===== src/rtl/bp_resolve_queue.sv =====
// In-order branch resolution queue: produces PHT training updates, flush/redirect and GHR recovery.
// Optional BPQ_STATS_EN adds resolved-branch and mispredict counters.
module bp_resolve_queue #(
    parameter int DEPTH     = 4,
    parameter int PHT_DEPTH = 7,
    parameter int GHR_WIDTH = 4
) (
    input  logic                    clk,
    input  logic                    rst,
    input  logic                    push_valid,
    output logic                    push_ready,
    input  logic [PHT_DEPTH-1:0]    push_pht_index,
    input  logic                    push_pred_taken,
    input  logic [31:0]             push_target,
    input  logic [31:0]             push_fallthrough,
    input  logic [GHR_WIDTH-1:0]    push_ghr_alt,
    input  logic                    resolve_valid,
    input  logic                    resolve_taken,
    input  logic [31:0]             resolve_target,
    output logic                    upd_valid,
    output logic [PHT_DEPTH-1:0]    upd_pht_index,
    output logic                    upd_taken,
    output logic                    flush,
    output logic [31:0]             redirect_pc,
    output logic                    recover_ghr_valid,
    output logic [GHR_WIDTH-1:0]    recover_ghr,
    output logic [$clog2(DEPTH):0]  count,
    output logic                    empty
`ifdef BPQ_STATS_EN
    ,
    output logic [31:0]             stat_branches,
    output logic [31:0]             stat_mispredicts
`endif
);

    localparam int PTR_W = $clog2(DEPTH);
    localparam int CNT_W = PTR_W + 1;

    // Returns {direction_mispredict, target_mispredict}; target only matters when both say taken.
    function automatic logic [1:0] f_mispredict(
        input logic        pred_taken,
        input logic [31:0] pred_target,
        input logic        res_taken,
        input logic [31:0] res_target
    );
        logic w_dir;
        logic w_tgt;
        w_dir = (res_taken != pred_taken);
        w_tgt = res_taken & pred_taken & (res_target != pred_target);
        return {w_dir, w_tgt};
    endfunction

    logic [PHT_DEPTH-1:0] r_pht_index   [DEPTH];
    logic                 r_pred_taken  [DEPTH];
    logic [31:0]          r_target      [DEPTH];
    logic [31:0]          r_fallthrough [DEPTH];
    logic [GHR_WIDTH-1:0] r_ghr_alt     [DEPTH];

    logic [PTR_W-1:0] r_head;
    logic [PTR_W-1:0] r_tail;
    logic [CNT_W-1:0] r_count;

    logic             w_push_acc;
    logic             w_res_acc;
    logic             w_dir_mis;
    logic             w_tgt_mis;
    logic             w_mis;
    logic [CNT_W-1:0] w_count_nxt;

    assign count      = r_count;
    assign empty      = (r_count == CNT_W'(0));
    assign push_ready = (r_count != CNT_W'(DEPTH));

    assign w_push_acc = push_valid & push_ready;
    assign w_res_acc  = resolve_valid & ~empty;
    assign {w_dir_mis, w_tgt_mis} = f_mispredict(r_pred_taken[r_head], r_target[r_head],
                                                 resolve_taken, resolve_target);
    assign w_mis      = w_res_acc & (w_dir_mis | w_tgt_mis);

    // Next occupancy: a mispredict empties the queue and also swallows any same-cycle push.
    always_comb begin
        w_count_nxt = r_count;
        if (w_mis) begin
            w_count_nxt = CNT_W'(0);
        end else begin
            case ({w_push_acc, w_res_acc})
                2'b10:   w_count_nxt = r_count + CNT_W'(1);
                2'b01:   w_count_nxt = r_count - CNT_W'(1);
                default: w_count_nxt = r_count;
            endcase
        end
    end

    // Head/tail/count bookkeeping.
    always_ff @(posedge clk or negedge rst) begin
        if (!rst) begin
            r_head  <= PTR_W'(0);
            r_tail  <= PTR_W'(0);
            r_count <= CNT_W'(0);
        end else begin
            r_count <= w_count_nxt;
            if (w_mis) begin
                r_head <= PTR_W'(0);
                r_tail <= PTR_W'(0);
            end else begin
                if (w_push_acc) r_tail <= r_tail + PTR_W'(1);
                if (w_res_acc)  r_head <= r_head + PTR_W'(1);
            end
        end
    end

    // Entry payload; contents are only ever read behind a valid count, so no reset is needed.
    always_ff @(posedge clk) begin
        if (w_push_acc && !w_mis) begin
            r_pht_index[r_tail]   <= push_pht_index;
            r_pred_taken[r_tail]  <= push_pred_taken;
            r_target[r_tail]      <= push_target;
            r_fallthrough[r_tail] <= push_fallthrough;
            r_ghr_alt[r_tail]     <= push_ghr_alt;
        end
    end

    // Registered training and recovery outputs; data fields hold between events.
    always_ff @(posedge clk or negedge rst) begin
        if (!rst) begin
            upd_valid         <= 1'b0;
            upd_pht_index     <= PHT_DEPTH'(0);
            upd_taken         <= 1'b0;
            flush             <= 1'b0;
            redirect_pc       <= 32'h0000_0000;
            recover_ghr_valid <= 1'b0;
            recover_ghr       <= GHR_WIDTH'(0);
        end else begin
            upd_valid         <= w_res_acc;
            flush             <= w_mis;
            recover_ghr_valid <= w_mis & w_dir_mis;
            if (w_res_acc) begin
                upd_pht_index <= r_pht_index[r_head];
                upd_taken     <= resolve_taken;
            end
            if (w_mis) begin
                redirect_pc <= resolve_taken ? resolve_target : r_fallthrough[r_head];
            end
            if (w_mis && w_dir_mis) begin
                recover_ghr <= r_ghr_alt[r_head];
            end
        end
    end

`ifdef BPQ_STATS_EN
    // Free-running statistics, wrapping at 2^32.
    always_ff @(posedge clk or negedge rst) begin
        if (!rst) begin
            stat_branches    <= 32'h0000_0000;
            stat_mispredicts <= 32'h0000_0000;
        end else begin
            if (w_res_acc) stat_branches    <= stat_branches + 32'h0000_0001;
            if (w_mis)     stat_mispredicts <= stat_mispredicts + 32'h0000_0001;
        end
    end
`endif

endmodule


===== config.mk =====
export PLATFORM = sky130hd
export DESIGN_NAME = bp_resolve_queue
export DESIGN_NICKNAME = d
export VERILOG_FILES = /design/src/rtl/bp_resolve_queue.sv
export SDC_FILE = /design/constraint.sdc
export NUM_CORES = 1
export LEC_CHECK = 0
export CAP_MARGIN = 20
export CORE_ASPECT_RATIO = 0.6
export CORE_MARGIN = 2
export CORE_UTILIZATION = 60
export CTS_BUF_LIST = sky130_fd_sc_hd__clkbuf_4 sky130_fd_sc_hd__clkbuf_8
export DETAILED_ROUTE_END_ITERATION = 8
export GPL_ROUTABILITY_DRIVEN = 0
export HOLD_SLACK_MARGIN = 0.03
export PLACE_DENSITY_LB_ADDON = 0.1
export SYNTH_ARGS = -nofsm -noshare
export SYNTH_HDL_FRONTEND = slang
export SYNTH_SLANG_ARGS = --single-unit

===== constraint.sdc =====
create_clock -name clk -period 9.53 [get_ports clk]
set_clock_uncertainty 0.15 [all_clocks]
set_input_delay 1.4295 -clock clk [delete_from_list [all_inputs] [get_ports clk]]
set_output_delay 1.4295 -clock clk [all_outputs]
set_load 0.05 [all_outputs]

==> summary.md <==
| Metric | Value |
|---|---|
| Outcome | finished, final reports clean |
| TritonCTS clock tree | done |
| Min-Delay Path Depth | 2 |
| Clock transition at path regs | 0.06 ns |
| Crit path time final | 5.45 ns |
| Detailed placer's ending HPWL | 16500 µm |
| Most numerous cell in the Yosys netlist | edfxtp_1 |
| Met2 wire len | 13000 µm |
| Largest net degree at the start of global routing | 77 |
| Residual DRC | 0 |
| Asr flop ratio synth | 15.1% |
| Layout cells sized above 1 | 27.1% |
| Drt first pass iters | 5 |
| Worst EP arrival | 5.53 ns |
| Main synth FF type | edfxtp_1 |
| Clock sinks | 358 |
| Final setup vio count | 0 |
| Max clock buf depth | 3 |
| Cts hold-fix bufs | 0 |
| EDFF count, synth | 304 |
| Vias | 6826 |
| Die Width | 201 µm |
| First-pass GRT wire length | 41600 µm |
| Minimum setup slack among reg-to-reg paths | 4.08 ns |
| Max Clk Rate | 183 MHz |
| Row count | 43 |
| Vias per inst | 5.72 |
| Min-Delay Path Class | flip-flop to flip-flop |
| Cell taking the most area after synthesis | edfxtp_1 |
| Hold Crit Start | upd_pht_index[0] |
| Pwr/cell area | 299 nW/µm² |
| Period Utilization, post-route | 57.2% |
| Wire length per cell | 23.0 µm |
| CTS root buffer | clkbuf_8 |
| Critical Path End Type | flip-flop |
| Syn Area/Cell | 21.6 µm² |
| Initial antenna violation count | 0 |
| Cells after Synth | 645 |
| Synth area leaders | edfxtp_1, mux4_2, dfrtp_1 |
| Unrepaired setup endpoints after global routing | no |
| Vias in the first global route | 7118 |
| Worst setup margin | 4.08 ns |
| Worst-Margin Slew | 1.07 ns |
| DIE AREA | 24500 µm² |
| Max-cap check violation count | 0 |
| Sequential cell area fraction in the yosys report | 75.2% |
| Critical Path Fanout Max | 49 |
| Die Y | 122 µm |
| DR WL met3 | 1910 µm |
| Final hold vios | 0 |
| Antenna-violating nets left | 0 |
| WS Path Type | flip-flop to flip-flop |
| Fin nets | 956 |
| Mapped Nets | 764 |
| Worst Setup Start Kind | flip-flop |
| Synth-to-Final Area Change | 21.7% |
| RR Startpoint | r_head[0] |
| Post-CTS setup buffers | 0 |
| Commonest cells post-synth | edfxtp_1, mux4_2, dfrtp_1, mux2_2 |
| ANT cells | 0 |
| Worst skew pair latency | 0.57 ns |
| Total Routing Usage GR | 23.0% |
| Crit path required time | 9.61 ns |
| Core ar. | 22900 µm² |
| Routed Wire Length | 27400 µm |
| Boundary pin count | 165 |
| Top Layer Used | met4 |
| Hold endpoint | upd_pht_index[0] |
| Met1 WL | 12200 µm |
| Initial Utilization | 60.8% |
| H-tree Lvls | 2 |
| Inserted Clock Buffers | 49 |
| Number of synthesized register bits | 358 |
| FF-to-FF path depth | 10 |
| Post-CTS sizing | 0 |
| Crit Reg-Reg Endpoint | r_ghr_alt[3][1] |
| Leakage | 5.73 nW |
| Peak VDD IR | 199 µV |
| Dpl ws | 3.75 ns |
| Final total power | 0.00508 W |
| Ys Warns | 0 |
| Final Util | 74.0% |
| Post-Syn Area | 13900 µm² |
| Share of the synthesized area in the top cell type | 65.5% |
| DRT iter0 DRCs | 509 |
| TNS Setup | 0 ns |
| Max-slew headroom | 28.5% |
| Max-slew violations | 0 |
| Port bufs | 164 |
| Post-synthesis cell type count | 33 |
| Grt ovf | 0 |
| CP startpoint | r_head[0] |
## critical path: stages (launching register included)
cell and delay [ns]:
dfrtp_4 0.90, buf_4 0.79, mux4_1 0.66, xnor2_1 0.14, nand4_1 0.17, nor4_1 0.32
nand2_1 0.19, a21oi_4 0.16, buf_4 0.60, and3_4 0.63, buf_16 0.33
## per-layer routing
layer	global-route usage, %	vias to the layer above
met1	34.6	3556
li1	-	2979
met2	35.9	265
met4	5.23	0
met3	4.65	26
met5	0	-
## flip-flops by register name, indices dropped and copies added (netlist names)
register           flops
r_fallthrough        128
flush                  1
r_ghr_alt             16
r_target             128
recover_ghr            4
r_head                 2
r_tail                 2
upd_valid              1
upd_pht_index          7
recover_ghr_valid      1
upd_taken              1
count                  3
redirect_pc           32
r_pht_index           28
r_pred_taken           4
## where the power goes
part / switching [W] / internal, W / leakage, nW
clock network: 0.000540 / 0.000643 / 0.543
logic: 0.000925 / 0.000750 / 1.77
registers: 0.000164 / 0.00206 / 3.42
total: 0.00163 / 0.00345 / 5.73
## kinds of logic after synthesis
group           synth area share, %
compound gates                0.269
xor+xnor                       2.26
fa+ha+maj                     0.593
buf+inv                        1.38
flops                          75.2
mux                            18.2
simple gates                   2.08
## worst max path at each step
| stage | endpoint | slack (ns) | cells past startpoint |
|---|---|---|---|
| after detailed placement | r_fallthrough[0][30] | 3.75 | 9 |
| final | r_ghr_alt[3][1] | 4.08 | 10 |
| after floorplan | r_fallthrough[1][0] | 3.93 | 11 |
| after global routing | r_fallthrough[3][4] | 3.54 | 10 |
| after global placement | r_fallthrough[2][0] | 3.85 | 9 |
| after CTS | r_target[3][29] | 3.71 | 9 |
## cell type report
cell class / count / area [µm²]
fillers: 1386 / 5960
repair buffers: 171 / 1770
clock inverters: 15 / 92.6
multi-input cells: 252 / 3280
inverters: 5 / 18.8
flip-flops and latches: 358 / 10500
clock buffers: 77 / 922
well taps: 315 / 394
## metrics by stage
step	std cells	instance area [µm²]	hold slack, ns
floorplan	645	13900	0.391
global placement	1097	15800	0.310
detailed placement	1098	15900	0.316
CTS	1190	16900	0.331
global route	1193	17000	0.348
finish	1193	17000	0.322
## placed cells by master (no fill, tap or decap), types with 2 or more instances in the layout
cell | Yosys | final
xor2_1 | 2 | 2
and3_4 | 0 | 4
mux2_2 | 54 | 54
nor3_1 | 2 | 2
ha_1 | 5 | 5
clkbuf_4 | 0 | 22
nand2_1 | 34 | 34
buf_16 | 0 | 4
mux2_4 | 10 | 10
mux4_1 | 2 | 2
nor4_1 | 2 | 2
dfrtp_1 | 54 | 52
mux4_2 | 74 | 74
clkinv_2 | 0 | 5
nand4_1 | 8 | 8
clkinv_1 | 0 | 8
buf_4 | 0 | 4
edfxtp_1 | 304 | 304
and2_1 | 7 | 7
clkdlybuf4s50_1 | 0 | 162
inv_1 | 5 | 5
xnor2_1 | 34 | 34
clkbuf_8 | 0 | 55
dfrtp_4 | 0 | 2
mux2_1 | 4 | 4
Power figures use the tool's default switching activity.
